### src/rtl/clock_divider_bank_if.sv
// Configuration port of the clock divider bank: request, accept/reject status, per-channel pending flags.
// Latency: none inside the interface; it only bundles wires.
// Backpressure: cfg_ready drops while the addressed channel still holds an unapplied shadow config.
interface clock_divider_bank_if #(
    parameter int CHANNELS = 4,
    parameter int WIDTH    = 32
);
    localparam int CHAN_W = (CHANNELS > 1) ? $clog2(CHANNELS) : 1;

    logic                cfg_valid;
    logic                cfg_ready;
    logic [CHAN_W-1:0]   cfg_chan;
    logic [WIDTH-1:0]    cfg_div;
    logic [WIDTH-1:0]    cfg_high;
    logic                cfg_error;
    logic [CHANNELS-1:0] pending;

    // Requester side
    modport master (
        output cfg_valid,
        output cfg_chan,
        output cfg_div,
        output cfg_high,
        input  cfg_ready,
        input  cfg_error,
        input  pending
    );

    // Divider bank side
    modport slave (
        input  cfg_valid,
        input  cfg_chan,
        input  cfg_div,
        input  cfg_high,
        output cfg_ready,
        output cfg_error,
        output pending
    );
endinterface

### src/rtl/clock_divider_bank.sv
// Multi-channel programmable divider: per-channel divided clock and one-cycle tick, phase-aligned by sync.
// Latency: clk_out/tick are registered, one clk_in cycle behind the counter; new configs take effect at the period boundary.
// Backpressure: cfg_ready is low while the target channel has a pending shadow config; requester holds the request.
module clock_divider_bank #(
    parameter int               CHANNELS     = 4,
    parameter int               WIDTH        = 32,
    parameter logic [WIDTH-1:0] DEFAULT_DIV  = 100000000,
    parameter logic [WIDTH-1:0] DEFAULT_HIGH = DEFAULT_DIV / 2
) (
    input  logic                       clk_in,
    input  logic                       rst_n,
    input  logic [CHANNELS-1:0]        en,
    input  logic                       sync,
    clock_divider_bank_if.slave        cfg,
    output logic [CHANNELS-1:0]        clk_out,
    output logic [CHANNELS-1:0]        tick
);

    localparam logic [31:0]      NUM_CH = 32'(CHANNELS);
    localparam logic [WIDTH-1:0] ONE    = {{(WIDTH-1){1'b0}}, 1'b1};

    logic [31:0]         chan_idx;
    logic                chan_ok;
    logic                sel_pending;
    logic                cfg_fire;
    logic                cfg_bad;
    logic                cfg_take;
    logic                cfg_error_q;
    logic [CHANNELS-1:0] pending_vec;

    assign chan_idx = 32'(cfg.cfg_chan);
    assign chan_ok  = (chan_idx < NUM_CH);

    // Pending flag of the addressed channel; an out-of-range index matches nothing and reads as 0
    always_comb begin
        sel_pending = 1'b0;
        for (int i = 0; i < CHANNELS; i++) begin
            if (chan_idx == 32'(i)) begin
                sel_pending = pending_vec[i];
            end
        end
    end

    // Out-of-range requests are accepted (ready=1) so they can be rejected with an error pulse
    assign cfg.cfg_ready = !sel_pending;
    assign cfg_fire      = cfg.cfg_valid && !sel_pending;
    assign cfg_bad       = (cfg.cfg_div == '0) || (cfg.cfg_high > cfg.cfg_div) || !chan_ok;
    assign cfg_take      = cfg_fire && !cfg_bad;

    // Error pulse: high for exactly the cycle after a rejected request was accepted
    always_ff @(posedge clk_in or negedge rst_n) begin
        if (!rst_n) begin
            cfg_error_q <= 1'b0;
        end else begin
            cfg_error_q <= cfg_fire && cfg_bad;
        end
    end

    assign cfg.cfg_error = cfg_error_q;
    assign cfg.pending   = pending_vec;

    for (genvar g = 0; g < CHANNELS; g++) begin : g_ch
        logic [WIDTH-1:0] cnt;
        logic [WIDTH-1:0] div_a;
        logic [WIDTH-1:0] high_a;
        logic [WIDTH-1:0] div_s;
        logic [WIDTH-1:0] high_s;
        logic [WIDTH-1:0] next_high;
        logic             pend;
        logic             clk_q;
        logic             tick_q;
        logic             wrap;
        logic             apply;
        logic             take;

        // >= rather than == so a counter beyond the period still returns to 0
        assign wrap      = (cnt >= (div_a - ONE));
        // Shadow is swapped in at a period boundary, a sync edge or any disabled edge
        assign apply     = pend && (sync || !en[g] || wrap);
        assign take      = cfg_take && (chan_idx == 32'(g));
        // High time in effect after this edge, used for the clk_out value written on sync
        assign next_high = apply ? high_s : high_a;

        // Active/shadow configuration registers and the pending flag
        always_ff @(posedge clk_in or negedge rst_n) begin
            if (!rst_n) begin
                div_a  <= DEFAULT_DIV;
                high_a <= DEFAULT_HIGH;
                div_s  <= '0;
                high_s <= '0;
                pend   <= 1'b0;
            end else if (apply) begin
                div_a  <= div_s;
                high_a <= high_s;
                pend   <= 1'b0;
            end else if (take) begin
                div_s  <= cfg.cfg_div;
                high_s <= cfg.cfg_high;
                pend   <= 1'b1;
            end
        end

        // Period counter with registered divided clock and tick; sync overrides counting
        always_ff @(posedge clk_in or negedge rst_n) begin
            if (!rst_n) begin
                cnt    <= '0;
                clk_q  <= 1'b0;
                tick_q <= 1'b0;
            end else if (sync) begin
                cnt    <= '0;
                tick_q <= 1'b0;
                clk_q  <= en[g] && (next_high != '0);
            end else if (!en[g]) begin
                cnt    <= '0;
                clk_q  <= 1'b0;
                tick_q <= 1'b0;
            end else begin
                cnt    <= wrap ? '0 : (cnt + ONE);
                clk_q  <= (cnt < high_a);
                tick_q <= wrap;
            end
        end

        assign clk_out[g]     = clk_q;
        assign tick[g]        = tick_q;
        assign pending_vec[g] = pend;
    end

endmodule

### src/flat_wrapper.sv
// flat-port wrapper written by rule: the top's interface ports become plain ports
module clock_divider_bank_flat 
#(
    parameter int               CHANNELS     = 4,
    parameter int               WIDTH        = 32,
    parameter logic [WIDTH-1:0] DEFAULT_DIV  = 100000000,
    parameter logic [WIDTH-1:0] DEFAULT_HIGH = DEFAULT_DIV / 2
)
  (clk_in, rst_n, en, sync, clk_out, tick, cfg_cfg_valid, cfg_cfg_chan, cfg_cfg_div, cfg_cfg_high, cfg_cfg_ready, cfg_cfg_error, cfg_pending);
  clock_divider_bank_if #(.CHANNELS(CHANNELS), .WIDTH(WIDTH)) cfg_i ();
  input  logic clk_in;
  input  logic rst_n;
  input  logic [CHANNELS-1:0] en;
  input  logic sync;
  output logic [CHANNELS-1:0] clk_out;
  output logic [CHANNELS-1:0] tick;
  input wire logic [$bits(cfg_i.cfg_valid)-1:0] cfg_cfg_valid;
  input wire logic [$bits(cfg_i.cfg_chan)-1:0] cfg_cfg_chan;
  input wire logic [$bits(cfg_i.cfg_div)-1:0] cfg_cfg_div;
  input wire logic [$bits(cfg_i.cfg_high)-1:0] cfg_cfg_high;
  output wire logic [$bits(cfg_i.cfg_ready)-1:0] cfg_cfg_ready;
  output wire logic [$bits(cfg_i.cfg_error)-1:0] cfg_cfg_error;
  output wire logic [$bits(cfg_i.pending)-1:0] cfg_pending;
  assign cfg_i.cfg_valid = cfg_cfg_valid;
  assign cfg_i.cfg_chan = cfg_cfg_chan;
  assign cfg_i.cfg_div = cfg_cfg_div;
  assign cfg_i.cfg_high = cfg_cfg_high;
  assign cfg_cfg_ready = cfg_i.cfg_ready;
  assign cfg_cfg_error = cfg_i.cfg_error;
  assign cfg_pending = cfg_i.pending;
  clock_divider_bank #(.CHANNELS(CHANNELS), .WIDTH(WIDTH), .DEFAULT_DIV(DEFAULT_DIV), .DEFAULT_HIGH(DEFAULT_HIGH)) u_core (.clk_in(clk_in), .rst_n(rst_n), .en(en), .sync(sync), .cfg(cfg_i), .clk_out(clk_out), .tick(tick));
endmodule
### config.mk
export PLATFORM = sky130hd
export DESIGN_NAME = clock_divider_bank_flat
export DESIGN_NICKNAME = d
export VERILOG_FILES = /design/src/rtl/clock_divider_bank_if.sv /design/src/rtl/clock_divider_bank.sv /design/src/flat_wrapper.sv
export SDC_FILE = /design/constraint.sdc
export NUM_CORES = 1
export LEC_CHECK = 0
export CORE_UTILIZATION = 57
export CTS_CLUSTER_SIZE = 40
export DETAILED_ROUTE_END_ITERATION = 6
export GPL_ROUTABILITY_DRIVEN = 1
export HOLD_SLACK_MARGIN = 0.05
export PLACE_DENSITY = 0.85
export SLEW_MARGIN = 40
export SYNTH_ARGS = -nofsm -noshare
export SYNTH_HDL_FRONTEND = slang
export SYNTH_SLANG_ARGS = --single-unit
export TNS_END_PERCENT = 20
### constraint.sdc
create_clock -name clk_in -period 4.5 [get_ports clk_in]
set_input_delay 1.125 -clock clk_in [delete_from_list [all_inputs] [get_ports clk_in]]
set_output_delay 1.125 -clock clk_in [all_outputs]
set_load 0.005 [all_outputs]
==> results_dict.tcl, run 1 <==
set metrics [dict create \
    syn_nets 3406 \
    worst_slew_pin_slew_ns 0.860 \
    p_leak_nw 18.4 \
    drtIter0Drc 2353 \
    initial_core_util_pct 57.7 \
    synth_edf_count 0 \
    period_share_pct 104 \
    cts_hold_buf 0 \
    cp.arrival_ns 5.17 \
    ys.flop_type "dfrtp_1" \
    start_kind "register" \
    place_ws_ns -0.498 \
    drive_above_1_share_pct 28.4 \
    synth.area.top_cells "dfrtp_1 (40%), mux2_2 (15%), ha_1 (10%), dfstp_2 (7.2%), xnor2_1 (2.9%)" \
    synth-warning-count 0 \
    antenna_found_initial 12 \
    outcome "finished, violations left" \
    wirelength_mm 101 \
    async_reset_ff_share_pct 100 \
    cp_max_fo 17 \
    synth_top_area_cell "dfrtp_1" \
    synth_area_per_cell_um2 11.5 \
    setup_violations 157 \
    required_ns 5.00 \
    num_io_pins 88 \
    wl_met1_mm 37.7 \
    vias_per_cell 6.29 \
    violations "negative setup slack" \
    fmax_mhz 214 \
    grt_pass1_wl_mm 153 \
    synth_cells 3040 \
    grt_start_max_net_pins 98 \
    post-route-cell-area_um2 41000 \
    synth.distinct_cells 64 \
    fillers 3973 \
    rsz0062_at_grt "true" \
    clkTransAtPathRegs_ns 0.06 \
    cts-root-buf "clkbuf_16" \
    clock_latency_ns 0.63 \
    wl_per_cell_um 24.1 \
    dp.final_hpwl_mm 70.0 \
    yosysTopAreaCellShare_pct 39.9 \
    area_delta_synth_final_pct 17.5 \
    met2_length_mm 47.7 \
    numCtsBuffers 66 \
    clock_sinks 653 \
    critPathCaptureType "register" \
    hold_viol_final 0 \
    final_max_slew_viol_count 0 \
    ant_nets 0 \
    layout_min_cycle_time_ns 4.67 \
    worst_slack_ns -0.170 \
    grt_pass1_vias 26706 \
    cts-htree-levels 3 \
    fp.dieW_um 249 \
    dpl_cell_area_um2 38200 \
    cp-startpoint "u_core.g_ch[2].div_a[2]" \
    fp.coreArea_um2 60500 \
    fp-row-count 90 \
    timing.hold.ws_ns 0.370 \
    mostFrequentLayoutCell "dfrtp_1" \
    irDropWorstVdd_v 0.000414 \
    cts_tree "yes" \
    synth_seq_cells 653 \
    cts_buffer_depth 3 \
    die_y_um 249 \
    post-route-drc-count 0 \
    maxSlewHeadroom_pct 42.5 \
    overflow 0 \
    reg2reg_from "u_core.g_ch[2].div_a[2]" \
    hold_path_class "in -> async" \
    skew_ns 0.0256 \
    p_total_w 0.0221 \
    dp_cells 4039 \
    drt_first_pass_iters 6 \
    synth-seq-area-share_pct 47.2 \
    critPathKind "reg -> reg" \
    syn_area_um2 34900 \
    port_buffers 87 \
    vias 26355 \
    routed.top_layer "met5" \
    die-area_um2 62200 \
    gp_congestion 0.941 \
    grt_usage_pct 32.3 \
    power_density_nw_per_um2 539 \
    met3_length_mm 9.63 \
    cap_violations 0 \
    layout_common_cells "dfrtp_1 (557), mux2_2 (462), ha_1 (291)" \
    instances_no_fill 4189 \
    final_nets 3706 \
]
[Yosys cell counts (all sizes together) (2+ instances only)]
| library cell | number |
|---|---|
| dfrtp | 557 |
| mux2 | 512 |
| ha | 292 |
| nor2 | 238 |
| inv | 190 |
| nand2 | 130 |
| xnor2 | 117 |
| xor2 | 114 |
| nor4 | 101 |
| dfstp | 96 |
| nand4 | 96 |
| a21oi | 91 |
| nand3 | 75 |
| buf | 61 |
| nor3 | 60 |
| o21ai | 50 |
| a21o | 39 |
| and3 | 22 |
| clkbuf | 22 |
| or3 | 18 |
| or4 | 16 |
| nand2b | 15 |
| nor2b | 11 |
| and4 | 10 |
| a211oi | 9 |
| o211ai | 9 |
| a2111oi | 8 |
| and2 | 8 |
| a31oi | 7 |
| o21a | 7 |
| or2 | 6 |
| o22ai | 5 |
| a211o | 4 |
| nand3b | 4 |
| o2111ai | 4 |
| a221o | 3 |
| a221oi | 3 |
| a41o | 3 |
| o311ai | 3 |
| a2111o | 2 |
| a2bb2oi | 2 |
| nor3b | 2 |
| nor4b | 2 |
| o311a | 2 |
| o31a | 2 |
[state kept, by name, indices dropped and copies added, names as in the netlist]
name and flops:
u_core.cfg.cfg_error 1, u_core.g_ch.clk_q 4, u_core.g_ch.cnt 128, u_core.g_ch.div_a 128, u_core.g_ch.div_s 128, u_core.g_ch.high_a 128
u_core.g_ch.high_s 128, u_core.g_ch.pend 4, u_core.g_ch.tick_q 4
[worst max-delay path, cell delays in order (launching register included)]
cell and delay [ns]:
dfrtp_1 0.39, or4_4 0.57, buf_4 0.17, nor3_4 0.17, and3_4 0.22, nand2_1 0.10, nor4_2 0.19, buf_4 0.18
nand3_1 0.09, xor2_1 0.18, ha_1 0.31, a21oi_1 0.18, nand2_1 0.10, a221o_1 0.36, nor2_2 0.15, a31o_4 0.20
nor4b_4 0.28, buf_12 0.20, buf_12 0.16, mux2_2 0.35
[routing by layer]
metal,track usage [%],vias up
li1,-,11499
met1,38.3,13144
met2,52.2,1306
met3,10.5,400
met4,17.6,6
met5,0,-
[metrics by stage]
step | utilization, % | setup TNS [ns]
floorplan | - | 0
global placement | 63.2 | -99.65
detailed placement | 63.2 | -122.94
CTS | 67.3 | -11.84
global route | 67.7 | -63.45
finish | 67.8 | -15.17
[final timing paths]
check / endpoint / slack, ns / cells past startpoint
setup / recovery: u_core.g_ch[2].div_s[25] / -0.17 / 19
hold / removal: u_core.g_ch[2].pend / 0.37 / 1
setup reg to reg: u_core.g_ch[2].div_s[25] / -0.17 / 19
hold reg to reg: u_core.g_ch[3].div_s[28] / 0.48 / 1
max in group asynchronous: u_core.g_ch[3].cnt[26] / 2.98 / 3
min in group clk_in: u_core.g_ch[3].div_s[28] / 0.48 / 1
[where the power goes]
part	internal, W	switching [W]
Clock	0.00316	0.00240
Combinational	0.00328	0.00308
Sequential	0.00814	0.00205
[what timing repair did]
item                                    in CTS  in global routing
endpoints found under the setup margin     479                542
resized for setup                           37                 32
cloned                                       2                  2
buffers inserted                            10                  3
pin swaps                                   18                 18
[layout make-up]
type                       count  area [um2]  share of cell area [%]
antenna                       13        32.5                  0.0794
multi-input combinational   2114       17600                    43.0
clock buffer                 105        1980                    4.83
sequential                   653       16500                    40.2
timing repair buffer         315        3030                    7.38
clock inverter                17         178                   0.433
inverter                     190         713                    1.74
tap                          782         978                    2.39
[logic make-up after synthesis]
family | Yosys count | share of synthesized area [%]
XOR/XNOR | 231 | 5.80
flip-flops | 653 | 47.2
adder cells (fa/ha/maj) | 292 | 10.5
AO/OA/AOI/OAI | 260 | 4.82
AND/OR/NAND/NOR | 818 | 11.8
buffers and inverters | 273 | 3.38
multiplexers | 513 | 16.6
(Power assumes the default switching activity.)
==> inputs of run 2 (changes only) <==
MAX_ROUTING_LAYER = met4   (was default)
REMOVE_ABC_BUFFERS = 1   (was default)
==> run 2 against run 1 <==
Net effect: the flow finishes with violations (design-rule violations, negative setup slack); combinational power up 5.5%; die area unchanged; count of clock-buffer cells in the layout down 15; global-route usage up 1.4 points; critical path depth down 3; maximum frequency down 3.3%; hold slack better by 0.12 ns; design area up 1.5%; clock skew up 0.016 ns; routed wire length up 5.4%; register-to-register slack worse by 0.16 ns.
==> results_dict.tcl, run 2 (same netlist as run 1, synthesis figures left out) <==
set metrics [dict create \
    outcome "finished, violations left" \
    violations "design-rule violations, negative setup slack" \
    dp.final_hpwl_mm 68.3 \
    hold_depth 1 \
    seqPwrFrac_pct 44.8 \
    fp-row-count 90 \
    ant_nets 0 \
    p_switching_w 0.00796 \
    p_int_w 0.0150 \
    p_leak_nw 18.7 \
    required_ns 5.01 \
    cts_tree "yes" \
    min_to "u_core.g_ch[3].div_s[23]" \
    drt_first_pass_iters 7 \
    clkTransAtPathRegs_ns 0.07 \
    cap_violations 0 \
    rsz0062_at_grt "true" \
    port_buffers 87 \
    worst_slack_ns -0.329 \
    reg2regPathDepth 16 \
    final_nets 3728 \
    final_max_slew_viol_count 0 \
    dp_cells 4047 \
    irDropWorstVdd_v 0.000400 \
    grt_start_max_net_pins 92 \
    area_delta_synth_final_pct 19.2 \
    drtIter0Drc 3148 \
    overflow 0 \
    critPathCaptureType "register" \
    min_from "u_core.g_ch[3].div_s[23]" \
    cts_buffer_depth 3 \
    gp_congestion 0.980 \
    post-route-drc-count 1 \
    layout_min_cycle_time_ns 4.83 \
    die-area_um2 62200 \
    clock_sinks 653 \
    vias 27059 \
    skew_ns 0.0414 \
    cts-htree-levels 3 \
    hold_path_class "reg -> reg" \
    reg2reg_from "u_core.g_ch[3].div_a[5]" \
    setup_violations 288 \
    critPathKind "reg -> reg" \
    grt_usage_pct 33.7 \
    die_y_um 249 \
    mostFrequentLayoutCell "dfrtp_1" \
    grt_pass1_vias 26620 \
    fp.dieW_um 249 \
    wl_per_cell_um 25.3 \
    cts-root-buf "clkbuf_16" \
    maxSlewHeadroom_pct 38.1 \
    period_share_pct 107 \
    initial_core_util_pct 57.7 \
    start_kind "register" \
    switching_share_pct 34.6 \
    drive_above_1_share_pct 29.8 \
    grt_pass1_wl_mm 155 \
    combPwrFrac_pct 29.2 \
    fmax_mhz 207 \
    r2r_end "u_core.g_ch[3].div_s[0]" \
    worst_slew_pin_slew_ns 0.924 \
    fp.coreArea_um2 60500 \
    fillers 3893 \
    pwr-share-clk_pct 26.0 \
    hold_viol_final 0 \
    num_io_pins 88 \
    layout_common_cells "dfrtp_1 (557), mux2_2 (461), ha_1 (292)" \
    tns_ns -45.04 \
    antenna_found_initial 19 \
    cp_max_fo 18 \
    instances_no_fill 4212 \
    wirelength_mm 107 \
    cts_hold_buf 0 \
    numCtsBuffers 68 \
    cp.arrival_ns 5.34 \
    power_density_nw_per_um2 552 \
    clock_latency_ns 0.64 \
    vias_per_cell 6.42 \
    r2r_setup_slack_ns -0.33 \
]
run 2: changes by cell type in the layout (fill, tap and decap cells not counted), moves of 6 or more:
cell	before	now
buf_4	193	203
bufinv_16	2	8
clkbuf_1	21	13
clkbuf_16	68	77
clkbuf_8	18	8
clkinv_2	5	13
mux2_1	49	32
mux2_4	1	19
run 2: layout make-up:
class / count / area (um2) / area share, %
diodes: 14 / 35.0 / 0.0842
inverters: 190 / 713 / 1.71
clock inverters: 34 / 428 / 1.03
well taps: 782 / 978 / 2.35
flip-flops and latches: 653 / 16500 / 39.6
multi-input cells: 2114 / 17800 / 42.8
repair buffers: 335 / 3300 / 7.93
clock buffers: 90 / 1890 / 4.53
run 2: worst max path at each step:
stage                                  from  slack [ns]  cells after the start                   endpoint
floorplan           u_core.g_ch[2].div_a[9]       -7.35                     15    u_core.g_ch[2].div_s[0]
global placement           cfg_cfg_high[14]       -0.67                     14   u_core.g_ch[2].div_s[23]
detailed placement         cfg_cfg_high[14]       -0.77                     14  u_core.g_ch[2].high_s[20]
CTS                 u_core.g_ch[0].div_a[4]       -0.26                     17  u_core.g_ch[0].high_s[23]
global route        u_core.g_ch[3].div_a[5]       -0.43                     16    u_core.g_ch[3].div_s[0]
finish              u_core.g_ch[3].div_a[5]       -0.33                     16    u_core.g_ch[3].div_s[0]
run 2: power by group through the flow:
stage | combinational (W) | sequential (W) | clock [W]
2_1_floorplan | 0.00413 | 0.00931 | 0
3_3_place_gp | 0.00566 | 0.00992 | 0
3_5_place_dp | 0.00598 | 0.0100 | 0
4_1_cts | 0.00627 | 0.0100 | 0.00598
5_1_grt | 0.00724 | 0.0104 | 0.00622
6_report | 0.00671 | 0.0103 | 0.00596
run 2: timing repair:
item,CTS,global route
cloned,1,12
setup endpoints to repair,504,550
gates resized for setup,43,84
pin swaps,18,24
setup buffers,8,9
run 2: critical path: stages, from the launching register on:
cell and delay [ns]:
dfrtp_1 0.38, or4_4 0.57, nor2_4 0.19, buf_4 0.15
nand2_1 0.13, nor4_4 0.33, xnor2_1 0.18, ha_1 0.29
a21oi_2 0.15, nor2_1 0.08, a2111oi_4 0.36, o211ai_1 0.26
a211o_1 0.42, a2111oi_4 0.44, buf_4 0.24, buf_12 0.17
mux2_2 0.36
run 2: metrics by stage:
stage | total power [W] | worst slack (ns) | area (um2) | utilization [%] | hold WS [ns]
after floorplan | 0.0134 | -7.35 | 34400 | - | 0.454
after global placement | 0.0156 | -0.675 | 38200 | 63.2 | 0.466
after detailed placement | 0.0160 | -0.770 | 38200 | 63.2 | 0.477
after CTS | 0.0223 | -0.256 | 40800 | 67.5 | 0.491
after global routing | 0.0239 | -0.431 | 41600 | 68.8 | 0.503
final | 0.0230 | -0.329 | 41600 | 68.8 | 0.491
run 2: per-layer routing:
| metal | GRT usage, % | share of wire [%] |
|---|---|---|
| met1 | 40.6 | 37 |
| met2 | 51.8 | 46 |
| met3 | 9.63 | 10 |
| met4 | 16.8 | 6.3 |
| met5 | - | 0 |
